==> src/rtl/seq_pattern_det.sv <==
// Serial pattern detector: overlap/non-overlap matching, input qualifier, sync clear, match counter.
// Define SEQ_DET_CNT_SAT_EN to make match_count saturate instead of wrapping.
module seq_pattern_det #(
  parameter int unsigned      PAT_W   = 4,
  parameter logic [PAT_W-1:0] PATTERN = 4'b1011,
  parameter bit               OVERLAP = 1'b1,
  parameter int unsigned      CNT_W   = 8
) (
  input  logic             clk,
  input  logic             reset,
  input  logic             clear,
  input  logic             in_valid,
  input  logic             inp,
  output logic             match,
  output logic             primed,
  output logic [CNT_W-1:0] match_count
);

  localparam int unsigned       FILL_W    = $clog2(PAT_W);
  localparam logic [FILL_W-1:0] FILL_LAST = FILL_W'(PAT_W - 1);

  typedef enum logic [1:0] {
    EMPTY   = 2'd0,
    FILLING = 2'd1,
    PRIMED  = 2'd2
  } state_t;

  state_t            state_r;
  // Only the newest PAT_W-1 bits can take part in a future match, so the oldest is not kept.
  logic [PAT_W-2:0]  tail_r;
  logic [FILL_W-1:0] fill_r;
  logic [PAT_W-1:0]  window_s;
  logic [FILL_W-1:0] fill_inc_s;
  logic              hit_s;

  function automatic logic [CNT_W-1:0] count_next(input logic [CNT_W-1:0] cnt);
`ifdef SEQ_DET_CNT_SAT_EN
    if (&cnt) begin
      count_next = cnt;
    end else begin
      count_next = cnt + CNT_W'(1);
    end
`else
    count_next = cnt + CNT_W'(1);
`endif
  endfunction

  // Candidate window and hit decode for the bit offered this cycle
  always_comb begin
    window_s   = {tail_r, inp};
    fill_inc_s = fill_r + FILL_W'(1);
    if (in_valid && !clear && (state_r == PRIMED) && (window_s == PATTERN)) begin
      hit_s = 1'b1;
    end else begin
      hit_s = 1'b0;
    end
  end

  // Detector FSM with history, fill count and registered outputs
  always_ff @(posedge clk or negedge reset) begin
    if (!reset) begin
      state_r     <= EMPTY;
      tail_r      <= '0;
      fill_r      <= '0;
      match       <= 1'b0;
      match_count <= '0;
    end else if (clear) begin
      state_r     <= EMPTY;
      tail_r      <= '0;
      fill_r      <= '0;
      match       <= 1'b0;
      match_count <= '0;
    end else if (in_valid) begin
      match <= hit_s;
      case (state_r)
        EMPTY, FILLING: begin
          tail_r  <= window_s[PAT_W-2:0];
          fill_r  <= fill_inc_s;
          state_r <= (fill_inc_s == FILL_LAST) ? PRIMED : FILLING;
        end
        PRIMED: begin
          if (hit_s) begin
            match_count <= count_next(match_count);
            if (OVERLAP == 1'b1) begin
              tail_r <= window_s[PAT_W-2:0];
            end else begin
              // Completing bit is consumed; the next match needs a fresh window
              tail_r  <= '0;
              fill_r  <= '0;
              state_r <= EMPTY;
            end
          end else begin
            tail_r <= window_s[PAT_W-2:0];
          end
        end
        default: begin
          state_r <= EMPTY;
          tail_r  <= '0;
          fill_r  <= '0;
        end
      endcase
    end else begin
      match <= 1'b0;
    end
  end

  assign primed = (state_r == PRIMED);

endmodule

==> config.mk <==
export PLATFORM = sky130hd
export DESIGN_NAME = seq_pattern_det
export DESIGN_NICKNAME = d
export VERILOG_FILES = /design/src/rtl/seq_pattern_det.sv
export SDC_FILE = /design/constraint.sdc
export NUM_CORES = 1
export LEC_CHECK = 0
export CORE_ASPECT_RATIO = 2
export CORE_MARGIN = 8
export CORE_UTILIZATION = 30
export DETAILED_ROUTE_END_ITERATION = 8
export PLACE_DENSITY = 0.59
export SYNTH_ARGS = -nofsm -noshare
export SYNTH_HDL_FRONTEND = slang
export SYNTH_SLANG_ARGS = --single-unit
export TNS_END_PERCENT = 50
==> constraint.sdc <==
create_clock -name clk -period 1.9 [get_ports clk]
set_input_delay 0.19 -clock clk [delete_from_list [all_inputs] [get_ports clk]]
set_output_delay 0.19 -clock clk [all_outputs]
set_load 0.01 [all_outputs]
# ---- Word level (Yosys, flattened, before mapping)
# Cells that the tools add are included.
dict set report word_totals {
  ramBits 0
  ff_bits 16
  mem_count 0
  latchBits 0
  wordCells 41
  mem_bits_ro 0
  input_bits 5
}
dict set report classes {
  n_eq_ne 5
  magnitude_cmp 0
  n_reduce_logical 12
  addsub 2
  bitwise 0
  n_mul 0
  shifts 0
  div_mod_pow 0
  mux 17
}
# op n
set ops {}
lappend ops {{$mux W8} 4}
lappend ops {{$mux W2} 5}
lappend ops {{$mux W3} 3}
lappend ops {{$add A8 B1 Y8 const B} 1}
lappend ops {{$pmux W2 S2} 2}
lappend ops {{$reduce_bool A2 Y1} 3}
lappend ops {{$eq A2 B2 Y1 const B} 2}
lappend ops {{$eq A4 B4 Y1 const B} 1}
lappend ops {{$logic_and A1 B1 Y1} 3}
lappend ops {{$mux W1} 3}
lappend ops {{$reduce_and A3 Y1} 1}
lappend ops {{$reduce_or A3 Y1} 1}
lappend ops {{$add A2 B1 Y2 const B} 1}
lappend ops {{$eq A2 B1 Y1 const B} 1}
lappend ops {{$logic_not A2 Y1} 1}
lappend ops {{$ne A2 B2 Y1 const B} 1}
lappend ops {{$reduce_and A2 Y1} 1}
lappend ops {{$reduce_or A2 Y1} 1}
lappend ops {{$logic_not A1 Y1} 1}

# ---- Logic depth before layout (Yosys ltp)
dict set report logic_depth {
  ltp_word 9
  depth_mapped 5
  ltp_nobuf 5
}

# ---- Worst setup path after synthesis
# OpenSTA, ideal clock, no wires.
dict set report synth_timing {
  path_type {register -> register}
  startpoint {register state_r[0]}
  endpoint {register match_count[5]}
  setup_time_ps 125
  arrival_ps 1385
  path_stages_with_launch 5
  path_buffers 1
  slack_ps 390
  required_time_ps 1775
  cell_sequence {dfrtp_1 -> nand4bb_1 -> buf_2 -> nor4_1 -> mux2_2}
}
dict set report synth_via {
  elab_chain_len 6
  elab_cells_between_ends 7
}
# element line
set synth_lines {}
lappend synth_lines {{start, declared} 28} ;# state_t state_r;
lappend synth_lines {{start signal, assigned} 79} ;# state_r <= (fill_inc_s == FILL_LAST) ? PRIMED : FILLING;
lappend synth_lines {{$eq A2 B2 Y1 (*)} {52, 75}}
lappend synth_lines {{$logic_and A1 B1 Y1 (2 in series)} 52} ;# if (in_valid && !clear && (state_r == PRIMED) && (window_s == PATTERN)) begin
lappend synth_lines {{$mux W1} 52}
lappend synth_lines {{$reduce_bool A2 Y1 (no source line)} -}
lappend synth_lines {{$reduce_and A3 Y1 (no source line) (*)} -}
lappend synth_lines {{end signal, assigned} 83} ;# match_count <= count_next(match_count);
lappend synth_lines {{end, declared} 16} ;# output logic [CNT_W-1:0] match_count
# Every way passes the cells marked *; elsewhere a longest branch is shown, timed or not.
# A chain may end at the register's enable or synchronous reset.

# ---- Worst setup path after layout
dict set report layout_timing {
  startpoint {register state_r[1]}
  endpoint {output primed}
}
dict set report layout_via {
  elab_chain_len 1
}
# element line
set layout_lines {}
lappend layout_lines {{$eq A2 B2 Y1} 107} ;# assign primed = (state_r == PRIMED);
lappend layout_lines {{end, declared} 15} ;# output logic primed,
# Every way passes these cells.

==> impl_metrics.env <==
export IMPL_skew_ps=2.18
export IMPL_r2r_start="state_r[0]"
export IMPL_whs_ps=256
export IMPL_drtIter0Drc=26
export IMPL_cts_tree="yes"
export IMPL_drt_first_pass_iters=4
export IMPL_via_per_inst=5.08
export IMPL_core_um2=2670
export IMPL_seq_area_um2=400
export IMPL_cts_buffer_depth=2
export IMPL_die_y_um=89.7
export IMPL_start_util_pct=30.5
export IMPL_portBuffers=14
export IMPL_tns_ps=0
export IMPL_post_route_period_util_pct=88.0
export IMPL_avgSynthCellArea_um2=9.70
export IMPL_die_w_um=52.8
export IMPL_cts_made_buffers=3
export IMPL_place_inst=128
export IMPL_hold_path_class="in -> async"
export IMPL_cts_resized=0
export IMPL_final_common_cell="dfrtp_1"
export IMPL_synth_edff_count=0
export IMPL_setup_viol=0
export IMPL_avgRoutedWirePerCell_um=13.6
export IMPL_ys_types=23
export IMPL_fill_cells=274
export IMPL_crit_path_end_kind="output port"
export IMPL_syn_to_final_growth_pct=30.0
export IMPL_critPathLaunch="state_r[1]"
export IMPL_max_freq_mhz=598
export IMPL_cp_start_kind="flip-flop"
export IMPL_critPathKind="reg -> out"
export IMPL_worstPathRequired_ps=1710
export IMPL_synth_area_top_cells="dfrtp_1 49%, a21oi_1 6.1%, mux2_2 5.5%, nor2b_1 3.8%, nand2_1 3.2%"
export IMPL_ant_nets=0
export IMPL_worstMarginPinSlew_ps=298
export IMPL_slew_headroom_pct=80.0
export IMPL_layout_min_cycle_time_ps=1670
export IMPL_worst_ep_arrival_time_ps=1480
export IMPL_status="complete, no violations"
export IMPL_synth_top_area_cell="dfrtp_1"
export IMPL_final_nets=111
export IMPL_synthCells=84
export IMPL_instances_no_fill=132
export IMPL_via_count=671
export IMPL_drv_slew=0
export IMPL_place_gp_congestion=0.803
export IMPL_grt_pass1_vias=662
export IMPL_rows=27
export IMPL_yosys_warnings=0
export IMPL_drive_gt1_share_pct=13.6
export IMPL_dp_hpwl_um=1270
export IMPL_synth_seq_area_share_pct=49.2
export IMPL_slowest_stage="clkdlybuf4s50_1"
export IMPL_synth_async_sr_flop_share_pct=100
export IMPL_yosysTopAreaCellShare_pct=49.2
export IMPL_cts_htree_levels=1
export IMPL_ios=15
export IMPL_final_hold_violation_count=0
export IMPL_drv_cap=0
export IMPL_cellLeakagePower_nw=0.441
export IMPL_grt_pass1_wl_um=3000
export IMPL_n_antenna_cell=0
export IMPL_grt_total_usage_pct=8.48
export IMPL_grt_overflow=0
export IMPL_drc=0
export IMPL_cts_hold_buf=0
export IMPL_design_die_area_um2=4740
export IMPL_syn_nets=91
export IMPL_max_vdd_ir_drop_mv=0.442
export IMPL_synthesis_area_um2=815
export IMPL_rsz0062_at_grt="false"
export IMPL_routed_wl_um=1790
export IMPL_root_buffer="clkbuf_8"
export IMPL_synth_seq_cells=16
export IMPL_power_density_nw_per_um2=677
export IMPL_antenna_found_initial=0
export IMPL_final_cell_mix="16 x dfrtp_1, 14 x clkdlybuf4s50_1, 10 x a21oi_1"
export IMPL_crit_path_max_incr_delay_ps=570
export IMPL_clk_latency_ps=250
export IMPL_clock_sinks=16
export IMPL_postCtsSetupBuffers=0
export IMPL_path_max_fanout=6
export IMPL_grt_max_degree=19
export IMPL_cp_cell_sequence="nor2b_1 > clkdlybuf4s50_1"
export IMPL_multi_input_area_um2=374
export IMPL_synth_ff_type="dfrtp_1"
export IMPL_path_clk_slew_ps=70
## final cells by class
class                   instances  share of cell area, %
repair buffers                 19                   16.8
clock buffers                   4                   5.20
multi-input cells              60                   35.3
well taps                      29                   3.43
inverters                       4                   1.42
flip-flops and latches         16                   37.8
## synthesized netlist by cell type, types with 2 or more instances
library cell and count:
o31ai_1 3, a21oi_1 10, inv_1 4, nor4_1 3, nand3_1 5, nor2b_1 5, nand4_1 2, dfrtp_1 16
nor2_1 7, buf_2 2, or4_1 3, mux2_2 4, o21ai_0 3, nand2_1 7, ha_1 2
## flip-flops by register name, summed over array words and instances (netlist names)
register / cells
match_count: 8
match: 1
state_r: 2
tail_r: 3
fill_r: 2
## per-layer routing
metal	track usage (%)	wire, um
met1	10.7	824
met2	12.0	839
met3	2.31	87
met4	5.69	38
met5	0	0
## power breakdown
part           switching, W  internal (W)
logic             0.0000300     0.0000252
clock network      0.000123      0.000184
registers        0.00000632      0.000348
## logic make-up (layout without fill, tap and decap cells)
| kind of cell | Yosys count | count (layout) | synth area share [%] |
|---|---|---|---|
| fa+ha+maj | 2 | 2 | 3.07 |
| compound gates | 17 | 17 | 11.7 |
| buf+inv | 8 | 27 | 4.91 |
| mux | 4 | 4 | 5.53 |
| simple gates | 37 | 37 | 25.7 |
| flops | 16 | 16 | 49.2 |
## worst paths after layout
| kind | end | slack (ps) | depth (start not counted) |
|---|---|---|---|
| setup reg to reg | match_count[7] | 290 | 3 |
| hold / removal | match_count[0] | 260 | 2 |
| min in group clk | fill_r[0] | 550 | 3 |
| setup / recovery | primed | 230 | 2 |
| hold reg to reg | fill_r[0] | 550 | 3 |
| max in group asynchronous | match_count[1] | 1470 | 2 |
## worst max-delay path: cells and delay by family, from the launching register on
family | cells | cell delay (ps)
buffers and inverters | 1 | 570
DFF | 1 | 420
and+or+nand+nor | 1 | 230
## through the flow
| step | setup WS [ps] | utilization, % | area [um2] | total power (W) |
|---|---|---|---|---|
| final | 227 | 39.7 | 1060 | 0.000717 |
| after global routing | 154 | 39.7 | 1060 | 0.000743 |
| after CTS | 231 | 39.7 | 1060 | 0.000726 |
| after detailed placement | 46.9 | 37.6 | 1000 | 0.000417 |
| after global placement | 58.2 | 37.6 | 1000 | 0.000416 |
| after floorplan | 390 | - | 815 | 0.000388 |
Note: power is estimated with default switching activity, not from simulation.
